## config.mk

```make
export PLATFORM = sky130hd
export DESIGN_NAME = mem_arbiter
export DESIGN_NICKNAME = d
export VERILOG_FILES = /design/src/rtl/mem_arbiter_pkg.sv /design/src/rtl/mem_arbiter_arb_pick.sv /design/src/rtl/mem_arbiter.sv
export SDC_FILE = /design/constraint.sdc
export NUM_CORES = 1
export LEC_CHECK = 0
export ABC_AREA = 1
export CAP_MARGIN = 20
export CORE_UTILIZATION = 44
export CTS_CLUSTER_DIAMETER = 40
export CTS_CLUSTER_SIZE = 40
export DETAILED_ROUTE_END_ITERATION = 7
export PLACE_DENSITY = 0.86
export SYNTH_ARGS = -nofsm -noshare
export SYNTH_HDL_FRONTEND = slang
export SYNTH_SLANG_ARGS = --single-unit
```

## constraint.sdc

```tcl
create_clock -name clk -period 8.4 [get_ports clk]
set_clock_uncertainty 0.2 [all_clocks]
set_input_delay 1.26 -clock clk [delete_from_list [all_inputs] [get_ports clk]]
set_output_delay 1.26 -clock clk [all_outputs]
set_load 0.03 [all_outputs]
```

## src/rtl/mem_arbiter_pkg.sv

```systemverilog
// Shared types for the instruction/data SRAM arbiter (package arm_pkg).
package arm_pkg;

   localparam int WORD_W = 32;

   typedef enum logic [1:0] {
      IDLE   = 2'd0,
      ACCESS = 2'd1,
      RESP   = 2'd2
   } arb_state_t;

   typedef enum logic [1:0] {
      NONE    = 2'd0,
      OWN_IF  = 2'd1,
      OWN_MEM = 2'd2
   } arb_owner_t;

endpackage

```

## src/rtl/mem_arbiter_arb_pick.sv

```systemverilog
// Combinational grant selection between fetch and memory-stage requests.
// MEM_ARB_ROUND_ROBIN_EN: on a conflict, grant whoever was not granted last;
// otherwise MEM always beats IF on a conflict.
module arb_pick
   import arm_pkg::*;
(
   input  logic       if_req,
   input  logic       mem_req,
   input  arb_owner_t last_owner,
   output arb_owner_t winner
);

`ifndef MEM_ARB_ROUND_ROBIN_EN
   // Fixed priority ignores the grant history.
   logic unused_last_owner;
   assign unused_last_owner = ^last_owner;
`endif

   // Sole requester wins; a conflict is resolved by the configured policy.
   always_comb begin
      winner = NONE;
      if (if_req && mem_req) begin
`ifdef MEM_ARB_ROUND_ROBIN_EN
         winner = (last_owner == OWN_MEM) ? OWN_IF : OWN_MEM;
`else
         winner = OWN_MEM;
`endif
      end else if (mem_req) begin
         winner = OWN_MEM;
      end else if (if_req) begin
         winner = OWN_IF;
      end
   end

endmodule

```

## src/rtl/mem_arbiter.sv

```systemverilog
// Arbiter sharing one fixed-latency single-port SRAM between instruction fetch
// (read only) and the memory stage (read/write). One access at a time:
// IDLE -> ACCESS (WAIT_CYCLES cycles) -> RESP (one-cycle ready pulse).
// Optional build macro: MEM_ARB_ROUND_ROBIN_EN (alternating grant on conflict).
module mem_arbiter
   import arm_pkg::*;
#(
   parameter int ADDR_W      = 16,   // SRAM word-address width, at most 30
   parameter int WAIT_CYCLES = 4     // SRAM latency, 1..15
) (
   input  logic              clk,
   input  logic              rst,
   input  logic              if_req,
   input  logic [31:0]       if_addr,
   output logic              if_ready,
   output logic [31:0]       if_rdata,
   output logic              if_stall,
   input  logic              mem_req,
   input  logic              mem_we,
   input  logic [31:0]       mem_addr,
   input  logic [31:0]       mem_wdata,
   output logic              mem_ready,
   output logic [31:0]       mem_rdata,
   output logic              mem_stall,
   output logic              sram_en,
   output logic              sram_we,
   output logic [ADDR_W-1:0] sram_addr,
   output logic [31:0]       sram_wdata,
   input  logic [31:0]       sram_rdata
);

   localparam int CNT_W = 4;
   localparam logic [CNT_W-1:0] CNT_LOAD = CNT_W'(WAIT_CYCLES - 1);

   arb_state_t          state_q, state_d;
   arb_owner_t          owner_q, owner_d;
   arb_owner_t          winner;
   arb_owner_t          last_owner;
   logic [CNT_W-1:0]    cnt_q, cnt_d;
   logic [ADDR_W-1:0]   addr_q, addr_d;
   logic                we_q, we_d;
   logic [WORD_W-1:0]   wdata_q, wdata_d;
   logic [WORD_W-1:0]   if_rdata_q, if_rdata_d;
   logic [WORD_W-1:0]   mem_rdata_q, mem_rdata_d;

   // Byte-offset bits and bits above the SRAM size are deliberately dropped.
   logic unused_addr_bits;
   assign unused_addr_bits = ^{if_addr, mem_addr};

   arb_pick u_pick (
      .if_req     (if_req),
      .mem_req    (mem_req),
      .last_owner (last_owner),
      .winner     (winner)
   );

`ifdef MEM_ARB_ROUND_ROBIN_EN
   arb_owner_t last_owner_q, last_owner_d;

   assign last_owner_d = (state_q == IDLE && winner != NONE) ? winner : last_owner_q;
   assign last_owner   = last_owner_q;

   // Remember who was granted last so a conflict alternates between stages.
   always_ff @(posedge clk or posedge rst) begin
      if (rst) begin
         last_owner_q <= OWN_IF;
      end else begin
         last_owner_q <= last_owner_d;
      end
   end
`else
   assign last_owner = OWN_IF;
`endif

   // Next-state logic: grant in IDLE, count down latency in ACCESS, pulse in RESP.
   always_comb begin
      state_d     = state_q;
      owner_d     = owner_q;
      cnt_d       = cnt_q;
      addr_d      = addr_q;
      we_d        = we_q;
      wdata_d     = wdata_q;
      if_rdata_d  = if_rdata_q;
      mem_rdata_d = mem_rdata_q;
      case (state_q)
         IDLE: begin
            if (winner != NONE) begin
               owner_d = winner;
               cnt_d   = CNT_LOAD;
               state_d = ACCESS;
               if (winner == OWN_MEM) begin
                  addr_d  = mem_addr[ADDR_W+1:2];
                  we_d    = mem_we;
                  wdata_d = mem_wdata;
               end else begin
                  addr_d  = if_addr[ADDR_W+1:2];
                  we_d    = 1'b0;
                  wdata_d = '0;
               end
            end
         end
         ACCESS: begin
            if (cnt_q == '0) begin
               // SRAM data is only valid in the final access cycle.
               if (owner_q == OWN_MEM) begin
                  mem_rdata_d = we_q ? '0 : sram_rdata;
               end else begin
                  if_rdata_d = sram_rdata;
               end
               state_d = RESP;
            end else begin
               cnt_d = cnt_q - 1'b1;
            end
         end
         RESP: begin
            owner_d = NONE;
            state_d = IDLE;
         end
         default: begin
            owner_d = NONE;
            state_d = IDLE;
         end
      endcase
   end

   // State and latched-operand registers; reset abandons any access in flight.
   always_ff @(posedge clk or posedge rst) begin
      if (rst) begin
         state_q     <= IDLE;
         owner_q     <= NONE;
         cnt_q       <= '0;
         addr_q      <= '0;
         we_q        <= 1'b0;
         wdata_q     <= '0;
         if_rdata_q  <= '0;
         mem_rdata_q <= '0;
      end else begin
         state_q     <= state_d;
         owner_q     <= owner_d;
         cnt_q       <= cnt_d;
         addr_q      <= addr_d;
         we_q        <= we_d;
         wdata_q     <= wdata_d;
         if_rdata_q  <= if_rdata_d;
         mem_rdata_q <= mem_rdata_d;
      end
   end

   assign sram_en    = (state_q == ACCESS);
   assign sram_we    = (state_q == ACCESS) && we_q;
   assign sram_addr  = addr_q;
   assign sram_wdata = wdata_q;

   assign if_ready   = (state_q == RESP) && (owner_q == OWN_IF);
   assign mem_ready  = (state_q == RESP) && (owner_q == OWN_MEM);
   assign if_rdata   = if_rdata_q;
   assign mem_rdata  = mem_rdata_q;

   // Stalls follow the request level; forced low while reset is held.
   assign if_stall   = if_req  & ~if_ready  & ~rst;
   assign mem_stall  = mem_req & ~mem_ready & ~rst;

endmodule

```

==> results of run 1 <==
==> area by class of cell <==
type                       count  area, µm²  area share
tap                          143        179      0.0223
inverter                      13       51.3     0.00639
multi-input combinational    395       1880       0.234
clock inverter                13        223      0.0277
timing repair buffer         223       2210       0.276
clock buffer                  19        453      0.0564
sequential                   121       3030       0.377
==> logic make-up (layout without fill, tap and decap cells) <==
family | after synthesis | after routing | synth area share
AO/OA/AOI/OAI | 56 | 56 | 0.0865
XOR/XNOR | 1 | 1 | 0.00170
adder cells (fa/ha/maj) | 2 | 2 | 0.00486
buffers and inverters | 48 | 268 | 0.0498
flip-flops | 121 | 121 | 0.588
AND/OR/NAND/NOR | 336 | 336 | 0.269
==> worst max-delay path by stage <==
stage | slack [ps] | cells after the start | end | start
floorplan | 3730 | 1 | cnt_q[0] | rst
global placement | 3450 | 5 | mem_stall | mem_req
detailed placement | 3470 | 5 | mem_stall | mem_req
CTS | 3480 | 5 | mem_stall | mem_req
global route | 3360 | 5 | mem_stall | mem_req
finish | 3490 | 5 | mem_stall | mem_req
==> cells in the final DEF (no fill, tap or decap), types with 5 or more instances in the layout <==
master           Yosys  routed
nand2_1            220     220
clkdlybuf4s50_1      0     217
dfrtp_1            121     121
nand3_1             67      67
nor2_1              40      40
o21ai_2             32      32
clkbuf_16            0      17
o31ai_1             16      16
inv_1                9       8
bufinv_16            0       6
o21ai_0              5       5
buf_4                5       5
==> per-layer routing <==
layer / wire, µm / track usage
met2: 7260 / 0.411
met1: 5700 / 0.280
met4: 299 / 0.105
met3: 1500 / 0.0882
met5: 0 / 0
==> through the flow <==
step / hold WS (ps) / instance area (µm²) / worst slack, ps
3_3_place_gp: 253 / 7350 / 3450
4_1_cts: 271 / 8030 / 3480
5_1_grt: 280 / 8030 / 3360
6_report: 267 / 8030 / 3490
3_5_place_dp: 257 / 7350 / 3470
2_1_floorplan: 242 / 5150 / 3730
==> worst max-delay path, stage by stage <==
cell,delay [ps]
buf_2,80
buf_4,460
clkinv_1,610
nor3_1,320
clkdlybuf4s50_1,710
==> state kept, by name, indices dropped and copies added (netlist names) <==
| register | count |
|---|---|
| mem_rdata | 32 |
| state_q | 2 |
| if_rdata | 32 |
| cnt_q | 4 |
| sram_addr | 16 |
| owner_q | 2 |
| we_q | 1 |
| sram_wdata | 32 |
==> report_power, final <==
part           leakage (nW)  internal, mW  total, mW  switching (mW)
logic                  1.99         0.713       1.89            1.17
registers              1.49         0.881       1.05           0.171
clock network         0.325         0.569      0.829           0.260
total                  3.80          2.16       3.77            1.60
==> flow_metrics.tcl, run 1 <==
set metrics [dict create \
    first_pass_iters 5 \
    synthTopCellsByCount "220 x nand2_1, 121 x dfrtp_1, 67 x nand3_1" \
    finalSetupViolations 0 \
    r2r_setup_slack_ps 5790 \
    start_kind "input pin" \
    period_share 0.585 \
    drt-initial-drc-count 377 \
    overflow 0 \
    synth-edff-count 0 \
    yosysTopAreaCellShare 0.588 \
    synth_area_leaders "dfrtp_1 59%, nand2_1 16%, nand3_1 6.5%, o21ai_2 5.4%, nor2_1 2.9%" \
    synth_most_common_cell "nand2_1" \
    synth_ff_type "dfrtp_1" \
    grt_usage 0.244 \
    crit_fanout 53 \
    syn_area_per_cell_um2 9.13 \
    ir_worst_vdd_uv 280 \
    antenna_left 0 \
    dpl.hpwl_mm 9.76 \
    cts_tree "yes" \
    ctsResizeCount 0 \
    p_per_area_nw_per_um2 469 \
    cts_buffers 17 \
    vias 4778 \
    holdBufCountCts 0 \
    final_cells 927 \
    dieArea_um2 12100 \
    start_util 0.451 \
    hold_path.class "reg2reg" \
    synth_fp_nets 699 \
    wl_per_cell_um 15.9 \
    p_leak_nw 3.80 \
    core_um2 11400 \
    reg2regPathDepth 7 \
    row_count 39 \
    wl_mm 14.8 \
    period_minus_slack_ps 4910 \
    viasPerCell 5.15 \
    grt_max_degree 68 \
    synth-seq-cells 121 \
    cts_setup_buffers 0 \
    reg2reg_to "mem_rdata[21]" \
    status "finished clean" \
    area_delta_synth_final_pct 55.8 \
    ys_types 26 \
    ys_warn_count 0 \
    nFillCells 812 \
    grt_antenna_before_repair 0 \
    min_path_cells 2 \
    timing.critical_path.arrival_ps 3450 \
    finalCoreUtilization 0.703 \
    cts_sinks 121 \
    ys_seq_area_frac 0.588 \
    synthesis.area_um2 5150 \
    path_clk_slew_ps 50 \
    worstPathRequired_ps 6940 \
    die-width_um 110 \
    cts_buffer_depth 2 \
    grt_pass1_wl_mm 22.2 \
    pin_count 251 \
    synthCells 564 \
    slew_headroom 0.441 \
    drc 0 \
    gp_congestion 0.786 \
    nNetsFinal 906 \
    min_to "we_q" \
    max_cap_viol_count 0 \
    hold_viol_final 0 \
    power_mw 3.77 \
    fmax_ghz 0.204 \
    rsz0062_at_grt "false" \
    cts-root-buf "clkbuf_16" \
    dp_cells 895 \
    hp-start "we_q" \
    die_height_um 110 \
    r2r_start "cnt_q[0]" \
    finalSetupTns_ps 0 \
    diodes 0 \
    drive_above_1_share 0.102 \
    grt_pass1_vias 4603 \
    synthArstFlopShare 1.00 \
    clock_latency_ps 410 \
    drv_slew 0 \
    path_class "in2out" \
    synth_area_leader_cell "dfrtp_1" \
    worstMarginPinSlew_ps 838 \
    htree_levels 4 \
    io_buffers 218 \
    cp-end-kind "output pin" \
]
Note: power is estimated with default switching activity, not from simulation.
==> run 2, diff against run 1 <==
--- a/config.mk
+++ b/config.mk
@@ -7,11 +7,11 @@
 export LEC_CHECK = 0
 export ABC_AREA = 1
 export CAP_MARGIN = 20
-export CORE_UTILIZATION = 44
+export CORE_UTILIZATION = 41
 export CTS_CLUSTER_DIAMETER = 40
 export CTS_CLUSTER_SIZE = 40
 export DETAILED_ROUTE_END_ITERATION = 7
-export PLACE_DENSITY = 0.86
+export PLACE_DENSITY = 0.81
 export SYNTH_ARGS = -nofsm -noshare
 export SYNTH_HDL_FRONTEND = slang
 export SYNTH_SLANG_ARGS = --single-unit
==> constraint.sdc (replaced) <==
create_clock -name clk -period 4.9 [get_ports clk]
set_clock_uncertainty 0.2 [all_clocks]
set_input_delay 0.735 -clock clk [delete_from_list [all_inputs] [get_ports clk]]
set_output_delay 0.735 -clock clk [all_outputs]
set_load 0.03 [all_outputs]
==> flow_metrics.tcl, run 2 (same netlist as run 1, synthesis figures left out) <==
set metrics [dict create \
    nNetsFinal 906 \
    io_buffers 218 \
    row_count 40 \
    area_delta_synth_final_pct 55.2 \
    finalCoreUtilization 0.660 \
    min_path_cells 2 \
    ir_worst_vdd_uv 471 \
    dieArea_um2 13000 \
    vias 4718 \
    hold_viol_final 0 \
    grt_antenna_before_repair 0 \
    period_minus_slack_ps 3320 \
    cts_buffer_depth 2 \
    holdBufCountCts 0 \
    finalSetupTns_ps 0 \
    start_util 0.425 \
    gp_congestion 0.793 \
    grt_max_degree 71 \
    wl_mm 14.2 \
    min_to "if_rdata[26]" \
    worstMarginPinSlew_ps 838 \
    die-width_um 114 \
    finalSetupViolations 0 \
    critPathSlowestCell "clkdlybuf4s50_1" \
    grt_pass1_wl_mm 22.4 \
    drv_slew 0 \
    dpl.hpwl_mm 9.67 \
    grt_usage 0.224 \
    cts_setup_buffers 0 \
    p_per_area_nw_per_um2 785 \
    viasPerCell 4.96 \
    cts-root-buf "clkbuf_16" \
    path_clk_slew_ps 50 \
    p_leak_nw 3.78 \
    drt-initial-drc-count 289 \
    ctsResizeCount 0 \
    crit_top_cell "nor2_1" \
    first_pass_iters 4 \
    timing.critical_path.arrival_ps 2380 \
    grt_pass1_vias 4661 \
    reg2regPathDepth 7 \
    start_kind "register" \
    die_height_um 114 \
    reg2reg_to "mem_rdata[13]" \
    hold_path.class "reg2reg" \
    clock_latency_ps 410 \
    worstPathRequired_ps 3960 \
    period_share 0.677 \
    holdWs_ps 270 \
    worstPathCellList "inv_1 -> nor2_1 -> inv_2 -> nor2_1 -> nor3_1 -> clkdlybuf4s50_1" \
    diodes 0 \
    critical_path.max_stage_delay_ps 700 \
    final_cell_mix "220 x nand2_1, 217 x clkdlybuf4s50_1, 121 x dfrtp_1" \
    cts_sinks 121 \
    htree_levels 4 \
    max_cap_viol_count 0 \
    cp-end-kind "output pin" \
    cts_tree "yes" \
    overflow 0 \
    crit_fanout 34 \
    drc 0 \
    drive_above_1_share 0.0969 \
    r2r_start "cnt_q[0]" \
    final_common_cell "nand2_1" \
    nFillCells 985 \
    rsz0062_at_grt "false" \
    hp-start "if_rdata[26]" \
    core_um2 12100 \
    slew_headroom 0.441 \
    dp_cells 920 \
    fmax_ghz 0.302 \
    wl_per_cell_um 14.9 \
    final_cells 952 \
    antenna_left 0 \
    r2r_setup_slack_ps 2310 \
    pin_count 251 \
    cts_buffers 17 \
    status "finished clean" \
    path_class "reg2out" \
]
[run 2: per-stage QoR]
step | setup WS [ps] | total power, mW | area [µm²]
floorplan | 751 | 3.71 | 5150
global placement | 1680 | 4.95 | 7390
detailed placement | 1690 | 5.04 | 7390
CTS | 1550 | 6.33 | 7990
global route | 1410 | 6.63 | 7990
finish | 1580 | 6.28 | 7990
[run 2: area by class of cell]
| cell class | count | area (µm²) | share of cell area |
|---|---|---|---|
| Clock buffer | 24 | 482 | 0.0603 |
| Clock inverter | 8 | 118 | 0.0147 |
| Inverter | 13 | 51.3 | 0.00642 |
| Multi-Input combinational cell | 395 | 1880 | 0.235 |
| Sequential cell | 121 | 3030 | 0.379 |
| Tap cell | 168 | 210 | 0.0263 |
| Timing Repair Buffer | 223 | 2230 | 0.279 |
[run 2: critical path, delay by kind of cell, from the launching register on]
family,cells,cell delay [ps]
buf+inv,3,1250
flops,1,370
simple gates,3,360
[run 2: how the worst max path moves through the flow]
stage	startpoint	end	depth (start not counted)
3_3_place_gp	mem_req	mem_stall	4
4_1_cts	owner_q[1]	mem_stall	6
3_5_place_dp	mem_req	mem_stall	4
2_1_floorplan	rst	cnt_q[0]	1
6_report	owner_q[1]	mem_stall	6
5_1_grt	owner_q[1]	mem_stall	6
[run 2: per-layer routing]
metal / track usage / up-vias / wire (µm)
met5: 0 / - / 0
met4: 0.105 / 0 / 307
met3: 0.0773 / 28 / 1180
met2: 0.366 / 196 / 6870
met1: 0.266 / 2251 / 5850
li1: - / 2243 / -
[run 2: report_power, final]
| part | switching, mW | internal [mW] | leakage [nW] |
|---|---|---|---|
| Combinational | 1.99 | 1.22 | 2.00 |
| Clock | 0.423 | 0.836 | 0.294 |
| Sequential | 0.289 | 1.51 | 1.49 |
| Total | 2.71 | 3.57 | 3.78 |
